===== src/rtl/half16_normalize_round.sv =====
// Binary16 normalize / round-to-nearest-even / pack stage for the half-precision adder.
// Optional macro HALF16_FTZ_EN flushes subnormal results to signed zero.
module half16_normalize_round (
    input  logic        CLK,
    input  logic        RST_N,
    input  logic        IN_VALID,
    output logic        IN_READY,
    input  logic        IN_SIGN,
    input  logic [5:0]  IN_EXP,
    input  logic [13:0] IN_MANT,
    input  logic        IN_STICKY,
    input  logic        IN_EXC,
    input  logic [15:0] IN_Q,
    output logic        OUT_VALID,
    input  logic        OUT_READY,
    output logic [15:0] OUT_Q,
    output logic        OUT_EXC,
    output logic        OUT_OVF,
    output logic        OUT_UNF,
    output logic        OUT_INX
);

    typedef enum logic [1:0] {ST_IDLE, ST_NORM, ST_ROUND, ST_DONE} state_t;

    state_t      state_q, state_d;
    logic        sign_q, sign_d;
    logic [6:0]  exp_q, exp_d;
    logic [12:0] mant_q, mant_d;
    logic        sticky_q, sticky_d;
    logic        byp_q, byp_d;
    logic        byp_exc_q, byp_exc_d;
    logic [15:0] byp_word_q, byp_word_d;
    logic        out_valid_q, out_valid_d;
    logic [15:0] out_q_q, out_q_d;
    logic        out_exc_q, out_exc_d;
    logic        ovf_q, ovf_d;
    logic        unf_q, unf_d;
    logic        inx_q, inx_d;

    logic [6:0]  exp_eff;
    logic        rnd_inc;
    logic [11:0] rnd_sum;
    logic [6:0]  exp_r;
    logic        hidden_r;
    logic [4:0]  exp_field;
    logic [9:0]  frac_r;
    logic        rnd_inx;
    logic        rnd_tiny;

    always_comb begin
        exp_eff   = (IN_EXP == 6'd0) ? 7'd1 : {1'b0, IN_EXP};
        rnd_inc   = mant_q[1] & (mant_q[0] | sticky_q | mant_q[2]);
        rnd_sum   = {1'b0, mant_q[12:2]} + {11'd0, rnd_inc};
        exp_r     = exp_q + {6'd0, rnd_sum[11]};
        hidden_r  = rnd_sum[11] | rnd_sum[10];
        exp_field = hidden_r ? exp_r[4:0] : 5'd0;
        frac_r    = rnd_sum[9:0];
        rnd_inx   = mant_q[1] | mant_q[0] | sticky_q;
        rnd_tiny  = ~mant_q[12];
    end

    always_comb begin
        state_d     = state_q;
        sign_d      = sign_q;
        exp_d       = exp_q;
        mant_d      = mant_q;
        sticky_d    = sticky_q;
        byp_d       = byp_q;
        byp_exc_d   = byp_exc_q;
        byp_word_d  = byp_word_q;
        out_valid_d = out_valid_q;
        out_q_d     = out_q_q;
        out_exc_d   = out_exc_q;
        ovf_d       = ovf_q;
        unf_d       = unf_q;
        inx_d       = inx_q;

        unique case (state_q)
            ST_IDLE: begin
                if (IN_VALID) begin
                    sign_d = IN_SIGN;
                    // Bypass and exact-zero words wait one cycle in ROUND so their latency matches the spec'd t+1.
                    if (IN_EXC) begin
                        byp_d      = 1'b1;
                        byp_exc_d  = 1'b1;
                        byp_word_d = IN_Q;
                        state_d    = ST_ROUND;
                    end else if (IN_MANT == 14'd0 && !IN_STICKY) begin
                        byp_d      = 1'b1;
                        byp_exc_d  = 1'b0;
                        byp_word_d = {IN_SIGN, 15'd0};
                        state_d    = ST_ROUND;
                    end else begin
                        byp_d = 1'b0;
                        if (IN_MANT[13]) begin
                            mant_d   = IN_MANT[13:1];
                            sticky_d = IN_STICKY | IN_MANT[0];
                            exp_d    = exp_eff + 7'd1;
                        end else begin
                            mant_d   = IN_MANT[12:0];
                            sticky_d = IN_STICKY;
                            exp_d    = exp_eff;
                        end
                        state_d = ST_NORM;
                    end
                end
            end
            ST_NORM: begin
                if (mant_q[12] || exp_q == 7'd1) begin
                    state_d = ST_ROUND;
                end else begin
                    mant_d = {mant_q[11:0], 1'b0};
                    exp_d  = exp_q - 7'd1;
                end
            end
            ST_ROUND: begin
                out_valid_d = 1'b1;
                state_d     = ST_DONE;
                if (byp_q) begin
                    out_q_d   = byp_word_q;
                    out_exc_d = byp_exc_q;
                    ovf_d     = 1'b0;
                    unf_d     = 1'b0;
                    inx_d     = 1'b0;
                end else begin
                    out_exc_d = 1'b0;
                    unf_d     = rnd_tiny & rnd_inx;
                    inx_d     = rnd_inx;
                    if (exp_r >= 7'd31) begin
                        out_q_d = {sign_q, 5'h1F, 10'h000};
                        ovf_d   = 1'b1;
                        inx_d   = 1'b1;
                    end else begin
                        out_q_d = {sign_q, exp_field, frac_r};
                        ovf_d   = 1'b0;
`ifdef HALF16_FTZ_EN
                        if (exp_field == 5'd0 && frac_r != 10'd0) begin
                            out_q_d = {sign_q, 15'd0};
                            unf_d   = 1'b1;
                            inx_d   = 1'b1;
                        end
`endif
                    end
                end
            end
            ST_DONE: begin
                if (OUT_READY) begin
                    out_valid_d = 1'b0;
                    state_d     = ST_IDLE;
                end
            end
            default: state_d = ST_IDLE;
        endcase
    end

    always_ff @(posedge CLK or negedge RST_N) begin
        if (!RST_N) begin
            state_q     <= ST_IDLE;
            sign_q      <= 1'b0;
            exp_q       <= '0;
            mant_q      <= '0;
            sticky_q    <= 1'b0;
            byp_q       <= 1'b0;
            byp_exc_q   <= 1'b0;
            byp_word_q  <= '0;
            out_valid_q <= 1'b0;
            out_q_q     <= '0;
            out_exc_q   <= 1'b0;
            ovf_q       <= 1'b0;
            unf_q       <= 1'b0;
            inx_q       <= 1'b0;
        end else begin
            state_q     <= state_d;
            sign_q      <= sign_d;
            exp_q       <= exp_d;
            mant_q      <= mant_d;
            sticky_q    <= sticky_d;
            byp_q       <= byp_d;
            byp_exc_q   <= byp_exc_d;
            byp_word_q  <= byp_word_d;
            out_valid_q <= out_valid_d;
            out_q_q     <= out_q_d;
            out_exc_q   <= out_exc_d;
            ovf_q       <= ovf_d;
            unf_q       <= unf_d;
            inx_q       <= inx_d;
        end
    end

    assign IN_READY  = (state_q == ST_IDLE);
    assign OUT_VALID = out_valid_q;
    assign OUT_Q     = out_q_q;
    assign OUT_EXC   = out_exc_q;
    assign OUT_OVF   = ovf_q;
    assign OUT_UNF   = unf_q;
    assign OUT_INX   = inx_q;

endmodule


===== config.mk =====
export PLATFORM = sky130hd
export DESIGN_NAME = half16_normalize_round
export DESIGN_NICKNAME = d
export VERILOG_FILES = /design/src/rtl/half16_normalize_round.sv
export SDC_FILE = /design/constraint.sdc
export NUM_CORES = 1
export LEC_CHECK = 0
export CORE_MARGIN = 2
export CORE_UTILIZATION = 57
export DETAILED_ROUTE_END_ITERATION = 7
export PLACE_DENSITY = 0.85
export RECOVER_POWER = 50
export SYNTH_ARGS = -nofsm -noshare
export SYNTH_HDL_FRONTEND = slang
export SYNTH_SLANG_ARGS = --single-unit

===== constraint.sdc =====
create_clock -name CLK -period 4.8 [get_ports CLK]
set_input_delay 1.44 -clock CLK [delete_from_list [all_inputs] [get_ports CLK]]
set_output_delay 1.44 -clock CLK [all_outputs]
set_load 0.02 [all_outputs]

==> impl_metrics.ini, run 1 <==
[run_status]
status = finished, violations left
violations = capacitance limit, slew limit

[synthesis]
synthesis.area_um2 = 3630
synth-async-reset-ratio = 1.00
ys_top_cells_by_area = dfrtp_1, nand2_1, mux2i_1
synth_edf_count = 0
synth_commonest_cells = dfrtp_1, nand2_1, nor2_1
synth_nets = 449
synthFlopType = dfrtp_1
syn_area_per_cell_um2 = 9.15
yosysWarnings = 0
yosysSeqAreaShare = 0.434
synth_top_area_share = 0.434
yosys.area.top_type = dfrtp_1
synth_most_common_cell = dfrtp_1
synth_seq_cells = 63
synth.distinct_cells = 57
netlist_instances = 397

[worst_setup_path]
worst-r2r-cell-count = 6
path_cells = dlygate4sd3_1 > nor4_1 > a41oi_1 > o22ai_2 > buf_4 > nand2_1 > o31ai_1
critPathCaptureType = register
path_buf_inv = 2
ff2ff_setup_slack_ps = 1930
cp_max_fo = 22
cp.depth = 7
rr_endpoint = OUT_Q[13]
r2r-start = state_q[0]
critPathTopFamily = compound AO/OA/AOI/OAI gates
max_stage_delay_ps = 650
required_ps = 5030
setup.worst_path.class = input port to register
slowest_stage = o22ai_2
start_kind = input port
cp_data_arrival_time_ps = 3810

[cells_and_area]
final_cells = 526
design_area_um2 = 4390
drive_above_1_share = 0.0579
final_nets = 499
num-fill-cells = 484
multi_input_area_um2 = 1830
regArea_um2 = 1580
area_growth_pct = 20.8
antennaDiodeCount = 0

[die]
fp.dieH_um = 83.8
chipWidth_um = 83.8
fp.coreArea_um2 = 6240
start_util = 0.582
die-area_um2 = 7030
top_level_ports = 65
rows = 29

[cts]
clock_latency_ps = 340
cts_resized = 0
cts_tree = built
cts_buffers = 9
root_buffer = clkbuf_8
htreeDepth = 3
postCtsSetupRepairBufs = 0
numClockSinks = 63
clkTransAtPathRegs_ps = 60
clockBufferDepth = 2
cts_hold_buf = 0

[detailed_routing]
drt_iter0_drc = 217
vias = 3094
dr.pass1.iters = 5
wire_per_inst_um = 15.9
ant_nets = 0
routed_via_density = 5.88
drcViolationCount = 0
wirelength_mm = 8.35

[timing]
max_freq_mhz = 280
worst_pin_slew_ps = 2130
fin_crit_ps = 3570
setup_tns_ps = 0
post-route-period-util = 0.744
hold_viol_final = 0
whs_ps = 491
slew_viol_final = 83
max_slew_margin = -0.422
finalSetupViolations = 0
finClkSkew_ps = 8.48
rsz0062_at_grt = false

[global_route]
grt_max_degree = 42
grt_pass1_vias = 3032
grt_pass1_wl_mm = 14.1
grtUsageMet1 = 0.308
grt_use_met3 = 0.0633
grt_antenna_before_repair = 0
grt_use_total = 0.250
overflow = 0
gr-max-usage-layer = met2
met2_usage = 0.447

[min_path]
min_to = byp_exc_q
hp-start = byp_exc_q
hold_class = register to register
holdPathStages = 1

[placed_design]
dpl.hpwl_mm = 6.08
dpl_cell_area_um2 = 4260
dp.cells = 513
numPortBuffers = 64
gp_congestion = 0.873

[power_and_ir_drop]
finalPower_w = 0.00273
p_leak_nw = 1.85
power_density_nw_per_um2 = 621
vdd_drop_max_mv = 0.477

[flow_run]
drv_cap = 2
==> per-layer routing <==
| metal | routed length [um] | vias up | share of wire |
|---|---|---|---|
| li1 | - | 1507 | - |
| met5 | 0 | - | 0 |
| met4 | 50 | 0 | 0.0060 |
| met3 | 381 | 6 | 0.046 |
| met1 | 3440 | 1502 | 0.41 |
| met2 | 4480 | 79 | 0.54 |
==> cells in the final DEF (no fill, tap or decap), drive strengths merged, types with 2 or more instances in the layout <==
cell type and count:
dfrtp 63, clkdlybuf4s50 58, nand2 42, nor2 38, o21ai 30, a21oi 21, inv 18, nand3 15
mux2i 15, a22o 15, clkbuf 13, xnor2 9, xor2 9, ha 9, o211ai 8, nor3 7
nand2b 7, and3 5, a31oi 5, dlygate4sd3 5, nor4 5, nand4 4, a22oi 4, buf 4
o22ai 4, or3 3, nand3b 3, a211oi 3, and2 2, a41oi 2, or2 2, o31ai 2
mux2 2, clkinv 2
==> final cells by class <==
class / instances / share of cell area
Multi-Input combinational cell: 286 / 0.417
Sequential cell: 63 / 0.359
Timing Repair Buffer: 69 / 0.152
Clock buffer: 11 / 0.0322
Tap cell: 77 / 0.0219
Inverter: 18 / 0.0154
Clock inverter: 2 / 0.00228
==> worst max-delay path by stage <==
stage | start | slack, ps | endpoint
2_1_floorplan | IN_MANT[13] | 1930 | byp_word_q[10]
3_3_place_gp | IN_MANT[11] | 1190 | mant_q[0]
3_5_place_dp | IN_MANT[11] | 1050 | mant_q[0]
4_1_cts | IN_MANT[11] | 1400 | mant_q[0]
5_1_grt | IN_MANT[11] | 1090 | mant_q[0]
6_report | IN_MANT[11] | 1230 | mant_q[0]
==> sequential cells by signal, summed over array words and instances, names as in the netlist <==
name,count
exp_q,7
byp_q,1
sign_q,1
OUT_OVF,1
OUT_UNF,1
state_q,2
byp_exc_q,1
OUT_EXC,1
OUT_INX,1
sticky_q,1
mant_q,13
OUT_VALID,1
OUT_Q,16
byp_word_q,16
==> report_power, final <==
group          internal [W]  switching [W]
clock              0.000191       0.000188
sequential         0.000789       0.000271
combinational      0.000577       0.000710
total               0.00156        0.00117
==> stage by stage <==
step,setup slack [ps],util
3_3_place_gp,1190,0.682
4_1_cts,1400,0.706
2_1_floorplan,1930,-
5_1_grt,1090,0.703
3_5_place_dp,1050,0.682
6_report,1230,0.703
==> logic make-up after synthesis <==
| kind of cell | after synthesis | share of synthesized area |
|---|---|---|
| AOI/OAI and AO/OA | 106 | 0.200 |
| xor gates and xnor gates | 18 | 0.0434 |
| adders and majority gates | 9 | 0.0310 |
| buffers and inverters | 48 | 0.0606 |
| DFF | 63 | 0.434 |
| muxes | 17 | 0.0475 |
| and+or+nand+nor | 136 | 0.184 |
Note: power is estimated with default switching activity, not from simulation.
==> run 2, diff against run 1 <==
--- a/config.mk
+++ b/config.mk
@@ -6,9 +6,9 @@
 export NUM_CORES = 1
 export LEC_CHECK = 0
 export CORE_MARGIN = 2
-export CORE_UTILIZATION = 57
+export CORE_UTILIZATION = 48
 export DETAILED_ROUTE_END_ITERATION = 7
-export PLACE_DENSITY = 0.85
+export PLACE_DENSITY = 0.76
 export RECOVER_POWER = 50
 export SYNTH_ARGS = -nofsm -noshare
 export SYNTH_HDL_FRONTEND = slang
==> constraint.sdc (replaced) <==
create_clock -name CLK -period 3.1 [get_ports CLK]
set_input_delay 0.93 -clock CLK [delete_from_list [all_inputs] [get_ports CLK]]
set_output_delay 0.93 -clock CLK [all_outputs]
set_load 0.02 [all_outputs]
==> impl_metrics.ini, run 2 (synthesis gave the netlist of run 1 again) <==
[power_and_ir_drop]
vdd_drop_max_mv = 0.811
power_density_nw_per_um2 = 987
seq_power_share = 0.362
combPwrFrac = 0.460
switchingPower_w = 0.00184
finalPower_w = 0.00446
p_int_w = 0.00262
switching_share = 0.413
p_leak_nw = 1.89
pwr-share-clk = 0.179

[timing]
fin_crit_ps = 2880
slew_viol_final = 68
worst_pin_slew_ps = 1510
rsz0062_at_grt = false
hold_viol_final = 0
setup_tns_ps = 0
max_freq_mhz = 347
finalSetupViolations = 0
finClkSkew_ps = 6.92
post-route-period-util = 0.931
whs_ps = 511
max_slew_margin = -0.00943

[min_path]
hp-start = byp_word_q[10]
min_to = byp_word_q[10]
hold_class = register to register
holdPathStages = 1

[cells_and_area]
area_growth_pct = 24.5
final_common_cell = dfrtp_1
final_nets = 502
num-fill-cells = 645
final_cell_mix = dfrtp_1, clkdlybuf4s50_1, nand2_1
fin_util = 0.620
antennaDiodeCount = 0
drive_above_1_share = 0.0703

[worst_setup_path]
r2r-start = mant_q[4]
start_kind = input port
cp_max_fo = 18
ff2ff_setup_slack_ps = 340
rr_endpoint = OUT_OVF
setup.worst_path.class = input port to register
critPathCaptureType = register
cp_data_arrival_time_ps = 3120
required_ps = 3330
worst-r2r-cell-count = 9

[die]
fp.coreArea_um2 = 7290
fp.dieH_um = 91.0
top_level_ports = 65
die-area_um2 = 8280
chipWidth_um = 91.0
start_util = 0.498
rows = 31

[cts]
root_buffer = clkbuf_8
htreeDepth = 3
clock_latency_ps = 340
clkTransAtPathRegs_ps = 70
cts_hold_buf = 0
postCtsSetupRepairBufs = 0
clockBufferDepth = 2
cts_tree = built
numClockSinks = 63
cts_resized = 0
cts_buffers = 9

[run_status]
violations = capacitance limit, slew limit
status = finished, violations left

[global_route]
grt_pass1_wl_mm = 14.2
grt_pass1_vias = 3056
overflow = 0
grt_use_total = 0.212
grt_antenna_before_repair = 0
grt_max_degree = 40

[placed_design]
dpl.hpwl_mm = 6.19
gp_congestion = 0.836
numPortBuffers = 64

[detailed_routing]
drt_iter0_drc = 166
drcViolationCount = 0
wire_per_inst_um = 15.2
wirelength_mm = 8.41
dr.pass1.iters = 4
vias = 3110
routed_via_density = 5.61
ant_nets = 0

[flow_run]
drv_cap = 2
run 2: changes by cell type in the layout (fill, tap and decap cells not counted):
cell,before,now
buf_12,0,1
clkdlybuf4s50_1,58,59
clkbuf_1,3,4
dlygate4sd3_1,5,4
a41oi_2,0,1
clkinv_4,0,1
clkinvlp_4,0,1
clkbuf_2,0,1
bufinv_16,0,2
clkinv_2,2,1
a41oi_1,2,1
run 2: how the worst max path moves through the flow:
stage / from / to / slack (ps) / cells after the start
after CTS: state_q[1] / IN_READY / 260 / 3
after global routing: RST_N / OUT_Q[3] / 110 / 2
after global placement: IN_MANT[9] / byp_word_q[14] / 130 / 5
after floorplan: mant_q[4] / OUT_Q[10] / 640 / 10
final: IN_MANT[9] / byp_word_q[2] / 220 / 5
after detailed placement: IN_MANT[9] / byp_word_q[2] / 50 / 5
run 2: area by class of cell:
cell class	count	area, um^2	share of cell area
Multi-Input combinational cell	286	1840	0.406
Sequential cell	63	1580	0.348
Timing Repair Buffer	72	697	0.154
Clock buffer	11	141	0.0313
Tap cell	99	124	0.0274
Clock inverter	5	81.3	0.0180
Inverter	18	67.6	0.0149
run 2: critical path, stage by stage:
cell	delay, ps
clkdlybuf4s50_1	440
nor4_1	570
a41oi_2	300
or2_1	530
a22o_1	340
run 2: through the flow:
step	instance area (um^2)	setup WS [ps]	cells
after global placement	4330	130	538
after global routing	4520	112	554
after floorplan	3630	643	397
final	4520	215	554
after detailed placement	4330	54.2	538
after CTS	4550	258	554
run 2: routing by layer:
metal / share of wire / GRT usage
met5: 0 / 0
met2: 0.50 / 0.349
met1: 0.44 / 0.275
met3: 0.046 / 0.0581
met4: 0.012 / 0.0568
run 2: power by group through the flow:
stage | clock, W | sequential (W) | combinational, W
after global routing | 0.000841 | 0.00168 | 0.00229
after floorplan | 0 | 0.00161 | 0.00139
after CTS | 0.000807 | 0.00161 | 0.00208
after detailed placement | 0 | 0.00162 | 0.00207
after global placement | 0 | 0.00162 | 0.00200
final | 0.000798 | 0.00162 | 0.00205
==> run 3, diff against run 2 <==
--- a/config.mk
+++ b/config.mk
@@ -5,6 +5,7 @@
 export SDC_FILE = /design/constraint.sdc
 export NUM_CORES = 1
 export LEC_CHECK = 0
+export CAP_MARGIN = 0
 export CORE_MARGIN = 2
 export CORE_UTILIZATION = 48
 export DETAILED_ROUTE_END_ITERATION = 7
==> results of run 3 <==
Final layout, timing and power as in run 2 (identical DEF).
